<file path="src/rtl/alu_issue_controller.sv">
// ALU issue front end: decodes RV32I ALU instructions, queues them, and
// drives the ALU one operation at a time with an in-order stalling writeback.
//
// state | meaning
// IDLE  | nothing in flight; waiting for a queued instruction
// EXEC  | ALU enabled for one cycle with the issued operands
// HOLD  | result presented on writeback until the consumer takes it
module alu_issue_controller #(
    parameter int DEPTH = 4,
    parameter int CNT_W = $clog2(DEPTH) + 1
) (
    input  logic             clk,
    input  logic             reset,
    input  logic             instValid,
    output logic             instReady,
    input  logic [31:0]      instWord,
    input  logic [31:0]      rs1Data,
    input  logic [31:0]      rs2Data,
    output logic [31:0]      aluOperandA,
    output logic [31:0]      aluOperandB,
    output logic [3:0]       aluOp,
    output logic             aluEnable,
    input  logic [31:0]      aluResult,
    input  logic             aluZero,
    output logic             wbValid,
    input  logic             wbReady,
    output logic [4:0]       wbRd,
    output logic [31:0]      wbData,
    output logic             wbZero,
    output logic             illegalInst,
    output logic [CNT_W-1:0] queueCount
);

    localparam int PTR_W = (DEPTH > 1) ? $clog2(DEPTH) : 1;

    localparam logic [3:0] OP_ADD  = 4'd0;
    localparam logic [3:0] OP_SUB  = 4'd1;
    localparam logic [3:0] OP_AND  = 4'd2;
    localparam logic [3:0] OP_OR   = 4'd3;
    localparam logic [3:0] OP_XOR  = 4'd4;
    localparam logic [3:0] OP_SLT  = 4'd5;
    localparam logic [3:0] OP_SLTU = 4'd6;
    localparam logic [3:0] OP_SLL  = 4'd7;
    localparam logic [3:0] OP_SRL  = 4'd8;
    localparam logic [3:0] OP_SRA  = 4'd9;

    typedef enum logic [1:0] {IDLE, EXEC, HOLD} state_t;

    state_t state, next_state;

    logic [6:0]  opcode;
    logic [2:0]  funct3;
    logic [6:0]  funct7;
    logic [31:0] imm_i;
    logic [31:0] shamt_b;
    logic        dec_legal;
    logic [3:0]  dec_op;
    logic [31:0] dec_b;
    logic        inst_unused;

    logic        accept;
    logic        push;
    logic        pop;
    logic        fifo_empty;

    logic [3:0]       op_mem [DEPTH];
    logic [31:0]      a_mem  [DEPTH];
    logic [31:0]      b_mem  [DEPTH];
    logic [4:0]       rd_mem [DEPTH];
    logic [PTR_W-1:0] wr_ptr;
    logic [PTR_W-1:0] rd_ptr;
    logic [4:0]       issue_rd;

    assign opcode      = instWord[6:0];
    assign funct3      = instWord[14:12];
    assign funct7      = instWord[31:25];
    assign imm_i       = {{20{instWord[31]}}, instWord[31:20]};
    assign shamt_b     = {27'b0, instWord[24:20]};
    // rs1 field is resolved upstream; rs1Data carries its value
    assign inst_unused = ^instWord[19:15];

    // Decode the offered instruction into ALU op, operand B and legality
    always_comb begin
        dec_legal = 1'b0;
        dec_op    = OP_ADD;
        dec_b     = rs2Data;
        if (opcode == 7'b0110011) begin
            case (funct3)
                3'b000: begin
                    if (funct7 == 7'h00) begin
                        dec_legal = 1'b1;
                        dec_op    = OP_ADD;
                    end else if (funct7 == 7'h20) begin
                        dec_legal = 1'b1;
                        dec_op    = OP_SUB;
                    end
                end
                3'b001: begin dec_legal = (funct7 == 7'h00); dec_op = OP_SLL;  end
                3'b010: begin dec_legal = (funct7 == 7'h00); dec_op = OP_SLT;  end
                3'b011: begin dec_legal = (funct7 == 7'h00); dec_op = OP_SLTU; end
                3'b100: begin dec_legal = (funct7 == 7'h00); dec_op = OP_XOR;  end
                3'b101: begin
                    if (funct7 == 7'h00) begin
                        dec_legal = 1'b1;
                        dec_op    = OP_SRL;
                    end else if (funct7 == 7'h20) begin
                        dec_legal = 1'b1;
                        dec_op    = OP_SRA;
                    end
                end
                3'b110: begin dec_legal = (funct7 == 7'h00); dec_op = OP_OR;   end
                3'b111: begin dec_legal = (funct7 == 7'h00); dec_op = OP_AND;  end
            endcase
        end else if (opcode == 7'b0010011) begin
            dec_b = imm_i;
            case (funct3)
                3'b000: begin dec_legal = 1'b1; dec_op = OP_ADD;  end
                3'b010: begin dec_legal = 1'b1; dec_op = OP_SLT;  end
                3'b011: begin dec_legal = 1'b1; dec_op = OP_SLTU; end
                3'b100: begin dec_legal = 1'b1; dec_op = OP_XOR;  end
                3'b110: begin dec_legal = 1'b1; dec_op = OP_OR;   end
                3'b111: begin dec_legal = 1'b1; dec_op = OP_AND;  end
                3'b001: begin
                    dec_b     = shamt_b;
                    dec_legal = (funct7 == 7'h00);
                    dec_op    = OP_SLL;
                end
                3'b101: begin
                    dec_b = shamt_b;
                    if (funct7 == 7'h00) begin
                        dec_legal = 1'b1;
                        dec_op    = OP_SRL;
                    end else if (funct7 == 7'h20) begin
                        dec_legal = 1'b1;
                        dec_op    = OP_SRA;
                    end
                end
            endcase
        end
    end

    assign instReady  = (queueCount < CNT_W'(DEPTH));
    assign fifo_empty = (queueCount == '0);
    assign accept     = instValid && instReady;
    assign push       = accept && dec_legal;

    // Queue storage; contents are don't-care until counted as valid
    always_ff @(posedge clk) begin
        if (push) begin
            op_mem[wr_ptr] <= dec_op;
            a_mem[wr_ptr]  <= rs1Data;
            b_mem[wr_ptr]  <= dec_b;
            rd_mem[wr_ptr] <= instWord[11:7];
        end
    end

    // Queue pointers and occupancy; pointers wrap naturally at DEPTH
    always_ff @(posedge clk or negedge reset) begin
        if (!reset) begin
            wr_ptr     <= '0;
            rd_ptr     <= '0;
            queueCount <= '0;
        end else begin
            if (push) wr_ptr <= wr_ptr + PTR_W'(1);
            if (pop)  rd_ptr <= rd_ptr + PTR_W'(1);
            queueCount <= queueCount + CNT_W'(push) - CNT_W'(pop);
        end
    end

    // Illegal pulse follows the accepting edge only
    always_ff @(posedge clk or negedge reset) begin
        if (!reset) illegalInst <= 1'b0;
        else        illegalInst <= accept && !dec_legal;
    end

    // FSM state register
    always_ff @(posedge clk or negedge reset) begin
        if (!reset) state <= IDLE;
        else        state <= next_state;
    end

    // FSM next state and queue pop
    always_comb begin
        next_state = state;
        pop        = 1'b0;
        case (state)
            IDLE: begin
                if (!fifo_empty) begin
                    pop        = 1'b1;
                    next_state = EXEC;
                end
            end
            EXEC: next_state = HOLD;
            HOLD: begin
                if (wbReady) begin
                    if (!fifo_empty) begin
                        pop        = 1'b1;
                        next_state = EXEC;
                    end else begin
                        next_state = IDLE;
                    end
                end
            end
            default: next_state = IDLE;
        endcase
    end

    assign aluEnable = (state == EXEC);
    assign wbValid   = (state == HOLD);

    // Issue registers hold the last popped entry so the ALU inputs stay put
    always_ff @(posedge clk or negedge reset) begin
        if (!reset) begin
            aluOp       <= OP_ADD;
            aluOperandA <= '0;
            aluOperandB <= '0;
            issue_rd    <= '0;
        end else if (pop) begin
            aluOp       <= op_mem[rd_ptr];
            aluOperandA <= a_mem[rd_ptr];
            aluOperandB <= b_mem[rd_ptr];
            issue_rd    <= rd_mem[rd_ptr];
        end
    end

    // Writeback capture at the end of the single EXEC cycle
    always_ff @(posedge clk or negedge reset) begin
        if (!reset) begin
            wbRd   <= '0;
            wbData <= '0;
            wbZero <= 1'b0;
        end else if (state == EXEC) begin
            wbRd   <= issue_rd;
            wbData <= aluResult;
            wbZero <= aluZero;
        end
    end

endmodule

</file>
<file path="config.mk">
export PLATFORM = sky130hd
export DESIGN_NAME = alu_issue_controller
export DESIGN_NICKNAME = d
export VERILOG_FILES = /design/src/rtl/alu_issue_controller.sv
export SDC_FILE = /design/constraint.sdc
export NUM_CORES = 1
export LEC_CHECK = 0
export ABC_CLOCK_PERIOD_IN_PS = 3000
export CAP_MARGIN = 5
export CORE_MARGIN = 3
export CORE_UTILIZATION = 53
export CTS_BUF_LIST = sky130_fd_sc_hd__clkbuf_16
export CTS_CLUSTER_SIZE = 40
export DETAILED_ROUTE_END_ITERATION = 8
export HOLD_SLACK_MARGIN = 0.05
export PLACE_DENSITY_LB_ADDON = 0.08
export SYNTH_ARGS = -nofsm -noshare
export SYNTH_HDL_FRONTEND = slang
export SYNTH_SLANG_ARGS = --single-unit
export TNS_END_PERCENT = 5
</file>
<file path="constraint.sdc">
create_clock -name clk -period 3 [get_ports clk]
set_input_delay 0.45 -clock clk [delete_from_list [all_inputs] [get_ports clk]]
set_output_delay 0.45 -clock clk [all_outputs]
set_load 0.02 [all_outputs]
</file>
==> results by stage, run 1 <==
Clocking:
- The root buffer cell is clkbuf_16.
- Clock-pin slew was measured on the worst setup and hold paths at 0.05 ns.
- CTS saw 413 sinks.
- The H-tree generated during clock tree synthesis spans 2 levels.
- In this run the deepest clock path goes through 3 buffers.
- Clock tree synthesis inserted a total of 42 buffers.
- The CTS tree is built.
- After clock tree synthesis, the setup repair step added 0 buffers.
- Clock latency on the worst-skew pair, taken at its later pin, is 0.52 ns.

Floorplanning:
- The core outline area is 0.0289 mm².
- The horizontal die dimension is 178 µm.
- The die outline height is 178 µm.
- The area of the die is 0.0315 mm².
- The floorplan has 62 rows.
- For this configuration, the core starts out at a cell density of 0.540.
- The I/O pin total is 246.

Synthesis:
- The mean area per synthesized cell is 21.2 µm².
- The cell count after synthesis is 737.
- The number of nets handed over by synthesis was 877.
- Yosys printed 0 warnings.
- Synthesis instantiated 35 different standard cells from the library.
- After synthesis the netlist holds a flip-flop and latch count of 413.
- The share of the yosys chip area belonging to registers is 0.757.
- The primary flip-flop cell chosen by synthesis mapping is edfxtp_1.
- In this run the cell area of the synthesized design comes to 0.0156 mm².
- In the synthesized netlist the async set-or-reset flop fraction comes to 0.293.
- The count of flip-flops with a built-in enable after synthesis is 292.

Power and ir drop:
- The proportion of power drawn by the clock network is 0.257.
- Of the total power, the share spent switching nets is 0.290.
- The leakage dissipation is 7.19 nW.
- The worst ir drop on vdd is 508 µV.
- The power density normalized to cell area is 942 mW/mm².
- The part of the total power dissipated in combinational logic is 0.335.
- The switching power total is 0.00548 W.
- Cell internal power was estimated by the tool at 0.0135 W.
- The sequential share of power is 0.408.

GRT:
- The first global-routing pass estimated 47.9 mm of wire.
- The initial antenna violation count is 2.
- For this run, the total global-route usage over all layers was measured as 0.199.
- The total overflow reported by the global router is 0.
- The via count of the first global-routing pass came to 8524.
- Entering global routing, the biggest net connects 76 pins.

Route:
- The violation count after the first detailed-routing iteration is 367.
- The remaining antenna violation count after routing is 0.
- Summing over every cut layer, the via total after detailed routing is 7892.
- In the routed design, unresolved DRC markers number 0.
- The average wire per standard cell is 21.6 µm.
- The wire length after detailed routing is 30.9 mm.
- In the routed layout, each cell is associated on average with a via count of 5.50.
- The first-pass iteration count of the detailed router is 4.

Placed design:
- The congestion estimate from routability-driven global placement came to 0.792.
- Summed over all nets, the half-perimeter wirelength after detailed placement is 19.7 mm.
- The quantity of I/O buffers inserted on ports is 240.
- The post-place instance area is 0.0188 mm².
- The worst-case setup slack after placement is -0.318 ns.

STA:
- The final critical-path share of the clock period is 0.921.
- The final critical path time including I/O delays and setup is 2.76 ns.
- The final count of negative-setup-slack endpoints is 0.
- On the final layout, the worst clock skew is 0.0139 ns.
- The number of endpoints with negative hold slack in the final report is 0.
- The final worst-path setup slack is 0.236 ns.
- In this run the tightest slew margin relative to its limit is 0.500.
- The highest clock frequency the design can meet is 362 MHz.
- Setup repair after global routing left no endpoint under its margin.
- The slew at the pin closest to its max-slew limit is 0.750 ns.
- The final number of max-transition violations was 0.

Worst hold path:
- The worst hold path belongs to the class input port to asynchronous set/reset pin.

Final layout:
- The final layout contains 1159 nets.
- From synthesis to final layout, the design area changed by 29.0%.
- The final design area excluding fillers is 0.0201 mm².
- The number of fillers in the final layout is 1879.
- The number of antenna diodes in the final layout is 0.
- The layout cell share with drive strength beyond 1 is 0.285.

Job:
- The max-capacitance violation count is 0.

Critical path:
- The launching point of the worst reg2reg path is queueCount[1].
- STA classifies the critical path startpoint as an input port.
- The type of the worst setup path is input port to flop.
- Along the worst path, the maximum fanout reaches 3.
- For this design, the slowest cell found on the critical path is or4_4.
- The arrival time at the worst endpoint is 3.17 ns.
- The cell occurring most often along the worst timing path is inv_1.
- STA classifies the critical path endpoint as a flop.
- On the worst path, the slowest cell contributes a delay of 0.53 ns.
- The depth of the worst register-to-register path is 10.
- The most critical setup path has its startpoint at instWord[28].
- For the worst setup path, the data required time is 3.40 ns.
- The critical path goes through clkdlybuf4s50_1 -> or4_4 -> nor3_4 -> nand2_2 -> a211oi_4 -> inv_1 -> ha_1 -> inv_1 -> ha_1 -> inv_1 -> fa_1 -> xnor2_1 -> xnor2_1.

Outcome:
- The run finished with clean final reports.
cells by family after synthesis:
| kind of cell | synth area share |
|---|---|
| compound gates | 0.0165 |
| mux | 0.191 |
| flops | 0.757 |
| fa+ha+maj | 0.00610 |
| simple gates | 0.0142 |
| xor+xnor | 0.00393 |
| buf+inv | 0.0119 |
path summary, 6_finish.rpt:
check | to | slack [ns]
max | queueCount[2] | 0.24
min | aluOperandA[10] | 0.50
max reg2reg | queueCount[2] | 0.68
min reg2reg | aluOperandA[20] | 0.50
max in group asynchronous | rd_ptr[1] | 1.75
min in group clk | aluOperandA[20] | 0.50
sequential cells by signal (all words and copies together), names as in the netlist, 2 cells and up:
name and cells:
aluOp 4, aluOperandA 32, wr_ptr 2, wbRd 5, aluOperandB 32, op_mem 16
issue_rd 5, queueCount 3, rd_ptr 2, b_mem 128, rd_mem 20, a_mem 128
state 2, wbData 32
power by group through the flow:
stage | sequential (W) | clock (W) | combinational (W)
finish | 0.00772 | 0.00487 | 0.00634
global route | 0.00786 | 0.00520 | 0.00674
CTS | 0.00775 | 0.00499 | 0.00645
detailed placement | 0.00786 | 0 | 0.00641
global placement | 0.00781 | 0 | 0.00630
floorplan | 0.00844 | 0 | 0.00314
stage by stage:
step | util | power (W) | instances | setup TNS (ns) | hold slack [ns]
CTS | 0.697 | 0.0192 | 1434 | 0 | 0.507
floorplan | - | 0.0116 | 737 | 0 | 0.154
detailed placement | 0.651 | 0.0143 | 1358 | -0.500 | 0.491
global placement | 0.651 | 0.0141 | 1358 | -0.361 | 0.486
finish | 0.697 | 0.0189 | 1434 | 0 | 0.502
global route | 0.697 | 0.0198 | 1434 | 0 | 0.512
timing repair:
action	in CTS	in global routing
gates resized for setup	0	0
endpoints found under the hold margin	71	0
hold buffers	1	0
placed cells by master, fill, tap and decap left out, types with 2 or more instances in the layout:
cell type        netlist  routed
a211oi_4               1       2
a21o_1                22      22
a21oi_1                3       3
and2_4                 0       4
buf_12                 0      16
buf_4                  0      16
bufinv_16              0       3
clkbuf_16              0      43
clkdlybuf4s50_1        0     239
clkinv_1               0       8
clkinv_2               0       8
dfrtp_1              121     119
dfrtp_4                0       2
edfxtp_1             292     292
ha_1                   6       6
inv_1                  9      15
inv_2                  0       4
mux2_2               116     116
mux4_2                73      73
nand2_1               15      15
nand2b_1               2       2
nor2_1                 5       4
nor2b_1                4       3
o21ai_0                6       6
xnor2_1                5       5
xor2_1                 2       2
layout make-up:
type                       instances  area, µm²  area share
clock buffer                      43       1080      0.0535
clock inverter                    32        223      0.0111
inverter                           9       33.8     0.00168
multi-input combinational        280       3640       0.181
sequential                       413      11800       0.587
tap                              384        480      0.0239
timing repair buffer             273       2850       0.142
Yosys cell counts (all sizes together), types with 5 or more instances:
cell    instances  area (µm²)
xnor2           5        43.8
mux4           73        1640
nand2          16        62.6
mux2          117        1320
buf            19        91.3
edfxtp        292        8770
a21o           22         165
nor2            5        18.8
inv             9        33.8
o21ai           7        35.0
ha              6        75.1
clkbuf         16        60.1
dfrtp         121        3030
critical path, delay by kind of cell:
family                     cells  cell delay, ns
AOI/OAI and AO/OA              1            0.23
xor gates and xnor gates       2            0.27
adders and majority gates      3            0.78
buffers and inverters          4            0.62
and+or+nand+nor                3            0.81
per-layer routing:
| metal | routed length (µm) | vias up | share of wire | track usage |
|---|---|---|---|---|
| li1 | - | 3481 | - | - |
| met1 | 12800 | 4093 | 0.41 | 0.275 |
| met2 | 15300 | 261 | 0.50 | 0.329 |
| met3 | 2160 | 53 | 0.070 | 0.0428 |
| met4 | 568 | 4 | 0.018 | 0.0478 |
| met5 | 27 | - | 0.00087 | 0 |
Note: power is estimated with default switching activity, not from simulation.
==> run 2, diff against run 1 <==
--- a/config.mk
+++ b/config.mk
@@ -14,6 +14,7 @@
 export DETAILED_ROUTE_END_ITERATION = 8
 export HOLD_SLACK_MARGIN = 0.05
 export PLACE_DENSITY_LB_ADDON = 0.08
+export SLEW_MARGIN = 20
 export SYNTH_ARGS = -nofsm -noshare
 export SYNTH_HDL_FRONTEND = slang
 export SYNTH_SLANG_ARGS = --single-unit
==> results of run 2 <==
The final DEF is identical to that of run 1; final timing and power are the same.
